$ cat src/rtl/uart_rx.sv
// uart_rx: 16x-oversampled asynchronous serial receiver (8N1 by default), one rx_done strobe per frame.
// Optional parity bit enabled by defining UART_RX_PARITY_EN (sense chosen by PARITY_ODD).
module uart_rx #(
   parameter int DBITS      = 8,
   parameter int SB_TICK    = 16,
   parameter bit PARITY_ODD = 1'b0
) (
   input  logic             clk_100MHz,
   input  logic             reset,
   input  logic             tick,
   input  logic             rx,
   output logic [DBITS-1:0] rx_data,
   output logic             rx_done,
   output logic             frame_err,
   output logic             parity_err
);

   // state  | meaning
   // IDLE   | line idle high, waiting for a falling edge
   // START  | counting to mid start bit, rejects glitches
   // DATA   | sampling DBITS data bits, LSB first
   // PARITY | sampling the parity bit (parity build only)
   // STOP   | waiting out the stop bit, then strobing the result
   typedef enum logic [2:0] {
      ST_IDLE,
      ST_START,
      ST_DATA,
`ifdef UART_RX_PARITY_EN
      ST_PARITY,
`endif
      ST_STOP
   } state_t;

   // s grows beyond 4 bits only when more than one stop bit is configured
   localparam int SW = (SB_TICK > 16) ? $clog2(SB_TICK) : 4;
   localparam int NW = (DBITS > 1) ? $clog2(DBITS) : 1;
   localparam logic [SW-1:0] S_MID  = SW'(7);
   localparam logic [SW-1:0] S_BIT  = SW'(15);
   localparam logic [SW-1:0] S_STOP = SW'(SB_TICK - 1);
   localparam logic [NW-1:0] N_LAST = NW'(DBITS - 1);

   logic             rx_m;
   logic             rx_s;
   state_t           state;
   logic [SW-1:0]    s;
   logic [NW-1:0]    n;
   logic [DBITS-1:0] b;
`ifdef UART_RX_PARITY_EN
   logic             par_bit;
`endif

   always_ff @(posedge clk_100MHz or posedge reset) begin
      if (reset) begin
         rx_m <= 1'b1;
         rx_s <= 1'b1;
      end else begin
         rx_m <= rx;
         rx_s <= rx_m;
      end
   end

   always_ff @(posedge clk_100MHz or posedge reset) begin
      if (reset) begin
         state      <= ST_IDLE;
         s          <= '0;
         n          <= '0;
         b          <= '0;
         rx_data    <= '0;
         rx_done    <= 1'b0;
         frame_err  <= 1'b0;
         parity_err <= 1'b0;
`ifdef UART_RX_PARITY_EN
         par_bit    <= 1'b0;
`endif
      end else begin
         rx_done    <= 1'b0;
         frame_err  <= 1'b0;
         parity_err <= 1'b0;
         unique case (state)
            ST_IDLE: begin
               if (!rx_s) begin
                  state <= ST_START;
                  s     <= '0;
               end
            end
            ST_START: begin
               if (tick) begin
                  if (s == S_MID) begin
                     if (!rx_s) begin
                        state <= ST_DATA;
                        s     <= '0;
                        n     <= '0;
                     end else begin
                        state <= ST_IDLE;
                     end
                  end else begin
                     s <= s + 1'b1;
                  end
               end
            end
            ST_DATA: begin
               if (tick) begin
                  if (s == S_BIT) begin
                     s <= '0;
                     b <= {rx_s, b[DBITS-1:1]};
                     if (n == N_LAST) begin
`ifdef UART_RX_PARITY_EN
                        state <= ST_PARITY;
`else
                        state <= ST_STOP;
`endif
                     end else begin
                        n <= n + 1'b1;
                     end
                  end else begin
                     s <= s + 1'b1;
                  end
               end
            end
`ifdef UART_RX_PARITY_EN
            ST_PARITY: begin
               if (tick) begin
                  if (s == S_BIT) begin
                     s       <= '0;
                     par_bit <= rx_s;
                     state   <= ST_STOP;
                  end else begin
                     s <= s + 1'b1;
                  end
               end
            end
`endif
            ST_STOP: begin
               if (tick) begin
                  if (s == S_STOP) begin
                     state     <= ST_IDLE;
                     rx_data   <= b;
                     rx_done   <= 1'b1;
                     frame_err <= ~rx_s;
`ifdef UART_RX_PARITY_EN
                     parity_err <= ((^b) ^ par_bit) != PARITY_ODD;
`else
                     parity_err <= PARITY_ODD & 1'b0;
`endif
                  end else begin
                     s <= s + 1'b1;
                  end
               end
            end
            default: state <= ST_IDLE;
         endcase
      end
   end

endmodule

$ cat config.mk
export PLATFORM = sky130hd
export DESIGN_NAME = uart_rx
export DESIGN_NICKNAME = d
export VERILOG_FILES = /design/src/rtl/uart_rx.sv
export SDC_FILE = /design/constraint.sdc
export NUM_CORES = 1
export LEC_CHECK = 0
export BUFFER_PORTS_ARGS = -buffer_cell sky130_fd_sc_hd__buf_2
export CAP_MARGIN = 20
export CORE_UTILIZATION = 31
export CTS_CLUSTER_DIAMETER = 150
export CTS_CLUSTER_SIZE = 25
export DETAILED_ROUTE_END_ITERATION = 7
export GPL_ROUTABILITY_DRIVEN = 0
export PLACE_DENSITY_LB_ADDON = 0.15
export SYNTH_ARGS = -nofsm -noshare
export SYNTH_HDL_FRONTEND = slang
export SYNTH_SLANG_ARGS = --single-unit
$ cat constraint.sdc
create_clock -name clk_100MHz -period 2.2 [get_ports clk_100MHz]
set_clock_uncertainty 0.2 [all_clocks]
set_input_delay 0 -clock clk_100MHz [delete_from_list [all_inputs] [get_ports clk_100MHz]]
set_output_delay 0 -clock clk_100MHz [all_outputs]
set_load 0.005 [all_outputs]
# ---- Word level (Yosys, flattened, before mapping)
# Index checks and enable logic that the tools add are counted.
dict set report classes {
  addsub 2
  reduce_logical 8
  n_bitwise 1
  muxes 31
  n_eq_ne 17
}
# cell count
set op_table {}
lappend op_table {{2-to-1 mux 3 bit} 14}
lappend op_table {{2-to-1 mux 4 bit} 7}
lappend op_table {{inequality test 2 bit, second input constant} 11}
lappend op_table {{case mux 4 bit (4 select lines)} 1}
lappend op_table {{case mux 3 bit (4 select lines)} 1}
lappend op_table {{AND reduction 8 bit} 1}
lappend op_table {{AND reduction 7 bit} 1}
lappend op_table {{== test 3 x 2 -> 1 bit, second input constant} 2}
lappend op_table {{2-to-1 mux 1 bit} 6}
lappend op_table {{case mux 3 bit (2 select lines)} 1}
lappend op_table {{AND reduction 3 bit} 2}
lappend op_table {{AND reduction 5 bit} 1}
lappend op_table {{adder 4 x 1 -> 4 bit, second input constant} 1}
lappend op_table {{== test 4 x 3 -> 1 bit, second input constant} 1}
lappend op_table {{== test 4 bit, second input constant} 1}
lappend op_table {{nonzero test 4 bit} 1}
lappend op_table {{adder 3 x 1 -> 3 bit, second input constant} 1}
lappend op_table {{== test 3 x 1 -> 1 bit, second input constant} 1}
lappend op_table {{== test 3 bit, second input constant} 1}
lappend op_table {{zero test 3 bit} 1}
lappend op_table {{2-to-1 mux 2 bit} 1}
lappend op_table {{nonzero test 2 bit} 1}
lappend op_table {{NOT 1 bit} 1}
dict set report totals {
  input_bits 4
  output_inout_bits 11
  ff_bits 30
  word_cells 68
}

# ---- Depth between registers and ports, before layout
dict set report depth {
  ltp_word 5
  ltp_mapped 7
}

# ---- Worst setup path before layout
# Ideal clock, no wire load.
dict set report synth_timing {
  path_type {register to register}
  from {reg state[0]}
  to {reg s[2]}
  t_required_ps 1882
  period_less_slack_ps 1806
  slack_ps 394
  path_stages_with_launch 8
  n_path_buf 1
  setup_ps 118
  t_arrival_ps 1488
  path_cell_list {dfrtp_1 inv_1 ha_1 buf_2 nor3_1 a211oi_1 o22a_1 a21o_1}
}
dict set report synth_between {
  elab_chain_cells 3
  word_cells_on_any_way 11
  classes_between {eq/ne (7); mux (1); reduce/logical (3)}
}
# item line_no
set synth_rtl {}
lappend synth_rtl {{start, declared} 44} ;# state_t state;
lappend synth_rtl {{start signal, assigned} 64} ;# state <= ST_IDLE;
lappend synth_rtl {{start signal, assigned} 82} ;# state <= ST_START;
lappend synth_rtl {{start signal, assigned} 90} ;# state <= ST_DATA;
lappend synth_rtl {{== test 3 x 2 -> 1 bit (tied with other cells)} 79} ;# unique case (state)
lappend synth_rtl {{nonzero test 4 bit (no line) or inequality test 2 bit (tied branches)} n/a}
lappend synth_rtl {{AND reduction 5 bit (no line)} n/a}
lappend synth_rtl {{end signal, assigned} 97} ;# s <= s + 1'b1;
lappend synth_rtl {{end signal, assigned} 116} ;# s <= s + 1'b1;
lappend synth_rtl {{end signal, assigned} 146} ;# s <= s + 1'b1;
lappend synth_rtl {{end, declared} 45} ;# logic [SW-1:0] s;
# Several ways; a longest one is shown, not always the timed one.
# A chain may end at the register's enable or synchronous reset.

# ---- Worst setup path in the final report
dict set report layout_timing {
  from {reg state[1]}
  to {reg s[2]}
}
# Same word-level chain as after synthesis.

==> run summary <==
The flow ran to the end, and the final reports show no timing, DRC or antenna violations. The clock edge transition at the registers on the reported setup and hold paths is 0.06 ns. Of the post-synthesis cell area, the dominant cell type holds 46.3%. The power per unit of standard cell area came out at 872 nW/um^2.

The port buffer count came out at 13. The path class of the lowest-slack min-delay path is in2async. Sorting the synthesized cells by area gives the leading types as dfrtp_1, mux2_2, ha_1, dfstp_2, nand3_4. Global routing consumed, over all layers together, 11.6% of the routing resources. The worst-skew pair later-pin latency is 0.27 ns. The cell count after synthesis came out at 123.

After synthesis, the share of flip-flops with an asynchronous set or reset is 100%. The number of warning messages in the yosys log came out at 0. Setup violations remaining at the end of the flow were counted as 0. The synthesized netlist occupies a cell area of 1460 um^2.

The number of nets in the synthesized netlist is 136. The multiplexer fraction of the synthesized cell area came out at 13.7%. Of the total synthesized cell area, the portion taken by full adders, half adders and majority gates is 7.71%.

The clock period could shrink to 1.98 ns. Dividing the final minimum period by the clock period gives 90.0%. Setup repair after global routing left no endpoint under its margin.

The number of hold violations in the final report came out at 0. The overflow left after global routing came out at 0. For this design, the slowest cell found on the critical path is dfrtp_1. Clock tree synthesis inserted a total of 5 buffers. The horizontal extent of the die is 70.6 um. The area of the multi-input gates is 657 um^2.

For this run, the slowest stage of the critical path takes 0.45 ns. The synthesized-area fraction occupied by ao, oa, aoi and oai cells came out at 11.0%. The number of global-route vias before repair was 944.

The total vias in the final route is 938. STA classifies the critical path startpoint as a flip-flop. The first routing iteration left 53 violations.

The wire length of the first global-routing pass is 4410 um. The sequential fraction of the synthesis area is 49.9%. The half-perimeter wire length of the detailed placement result is 1650 um. TritonCTS built the clock tree. The peak clock frequency supported by timing is 505 MHz. The worst register-to-register path has a depth of 6.

The slack of the critical path came out at 0.220 ns. The die covers 4990 um^2. The I/O pin total came out at 15.

Setup total negative slack on the finished layout was measured at 0 ns. The tool flagged a number of max-cap violations equal to 0. The critical path goes through inv_1 > ha_1 > or2_2 > a21oi_1 > o21ai_0 > a21o_1. The routed wire length is 2500 um. The number of routed nets with antenna violations came out at 0. The area taken by flip-flops and latches is 728 um^2. The fraction of final layout cells sized beyond drive strength 1 came out at 30.5%. The worst-case IR drop observed on VDD is 0.453 mV. The number of sinks on the clock net is 29. The critical path is of the reg2reg type.

The layout-stage area growth over the synthesis result came out at 16.1%. After Yosys synthesis, XOR and XNOR cells account for 0.600% of the synthesized area. The worst setup slack before clock tree synthesis came out at 0.183 ns. dfrtp_1 takes more of the synthesized area than any other cell. The number of optimization iterations in the first detailed-route pass is 4. Measured against its own limit, the worst slew margin works out to 62.8%. After synthesis, the largest family of logic cells by area is multiplexers. The max-slew violation count is 0. The number of enable flip-flop cells after synthesis is 0. The share of the core filled with cells came out at 38.1%. The most frequent standard cell in the layout excluding fill and tap cells is dfrtp_1. The library cells used most frequently in the layout, excluding fill and tap cells, are dfrtp_1, mux2_2, buf_2. After detailed routing, the number of vias per cell comes to 4.86. The number of antenna violations at the first check in global routing came out at 0. Entering global routing, the biggest net connects 30 pins.

At the pin with the least slew margin, the transition time is 0.559 ns. The arrival time at the worst endpoint is 1.95 ns. The number of distinct library cells after synthesis came out at 40. The synthesized area divided by synthesized cell count came out at 11.9 um^2.

For this run, the leading register cell type out of synthesis is dfrtp_1. The fraction of the mapped netlist area in simple logic gates is 11.6%. The layout filler cell count is 462. The maximum clock insertion buffer count is 2. STA classifies the critical path endpoint as a flip-flop. The static leakage is 0.855 nW. The floorplan core area is 4440 um^2. The initial cell density of the core is 32.9%. In this run, synthesis produced a sequential element count of 29. The post-layout net count is 153. The placed standard-cell area is 1550 um^2. In the final routed layout, each cell accounts on average for 13.0 um.

In this run the worst path has a maximum fanout of 10. Buffers added to address setup during post-CTS repair amount to 0. The finished layout cell area came out at 1700 um^2. The number of standard-cell rows in the floorplan came out at 24. The H-tree depth reported by CTS is 2. CTS placed an instance of clkbuf_8 at the clock tree root. The die is 70.6 um tall.

The remaining routing DRC violations is 0. The number of diodes added for antenna fixing came out at 0. Data on the critical path is required at its endpoint by 2.17 ns.
==> synthesized netlist by cell type, types with 3 or more instances <==
cell type	count
nor2_1	3
mux2_2	16
dfrtp_1	27
a21oi_1	3
nand2_1	8
a31oi_1	3
o21ai_0	6
ha_1	9
inv_1	7
==> state kept, by name (all words and copies together) (netlist names) <==
| signal | cells |
|---|---|
| b | 8 |
| rx_data | 8 |
| s | 4 |
| n | 3 |
| state | 2 |
| frame_err | 1 |
| rx_done | 1 |
| rx_m | 1 |
| rx_s | 1 |
==> where the power goes <==
group	total (mW)	switching, mW	internal, mW
clock network	0.568	0.199	0.369
registers	0.599	0.0353	0.564
logic	0.312	0.176	0.136
==> critical path, delay by kind of cell (launching register included) <==
family                     cells  cell delay, ns
AOI/OAI and AO/OA              3            0.48
adders and majority gates      1            0.30
buffers and inverters          1            0.12
DFF                            1            0.45
and+or+nand+nor                1            0.33
==> logic make-up after synthesis <==
group	count (synthesis)
XOR/XNOR	1
AND/OR/NAND/NOR	26
adder cells (fa/ha/maj)	9
other	1
flip-flops	29
buffers and inverters	14
AO/OA/AOI/OAI	25
multiplexers	18
==> final timing paths <==
kind / start / to / slack [ns]
setup / recovery: state[1] / s[2] / 0.22
hold / removal: reset / n[2] / 0.13
setup reg to reg: state[1] / s[2] / 0.22
hold reg to reg: rx_m / rx_s / 0.16
max in group asynchronous: reset / rx_m / 1.36
min in group clk_100MHz: rx_m / rx_s / 0.16
==> stage by stage <==
| stage | hold WS, ns | power, mW | instances |
|---|---|---|---|
| 2_1_floorplan | -0.196 | 0.850 | 123 |
| 3_3_place_gp | -0.114 | 0.900 | 182 |
| 3_5_place_dp | -0.103 | 0.912 | 182 |
| 4_1_cts | 0.135 | 1.49 | 193 |
| 5_1_grt | 0.164 | 1.57 | 193 |
| 6_report | 0.131 | 1.48 | 193 |
==> metal layers <==
layer  global-route usage, %  up-vias  share of wire, %
li1                        -      461                 -
met1                    15.0      455                48
met2                    17.8       18                47
met3                    4.13        4               4.3
met4                    4.89        0               1.4
met5                       0        -                 0
==> final cells by class <==
cell class	instances	share of cell area [%]
multi-input combinational	80	38.7
clock inverter	1	1.77
clock buffer	7	5.09
tap	52	3.84
inverter	7	1.55
timing repair buffer	17	6.05
sequential	29	43.0
==> repair_timing <==
action / CTS / global route
hold endpoints to repair: 33 / 0
setup endpoints to repair: 0 / 2
resized for setup: 0 / 1
hold buffers: 3 / 0
No activity file was read; power rests on OpenSTA's default activity.
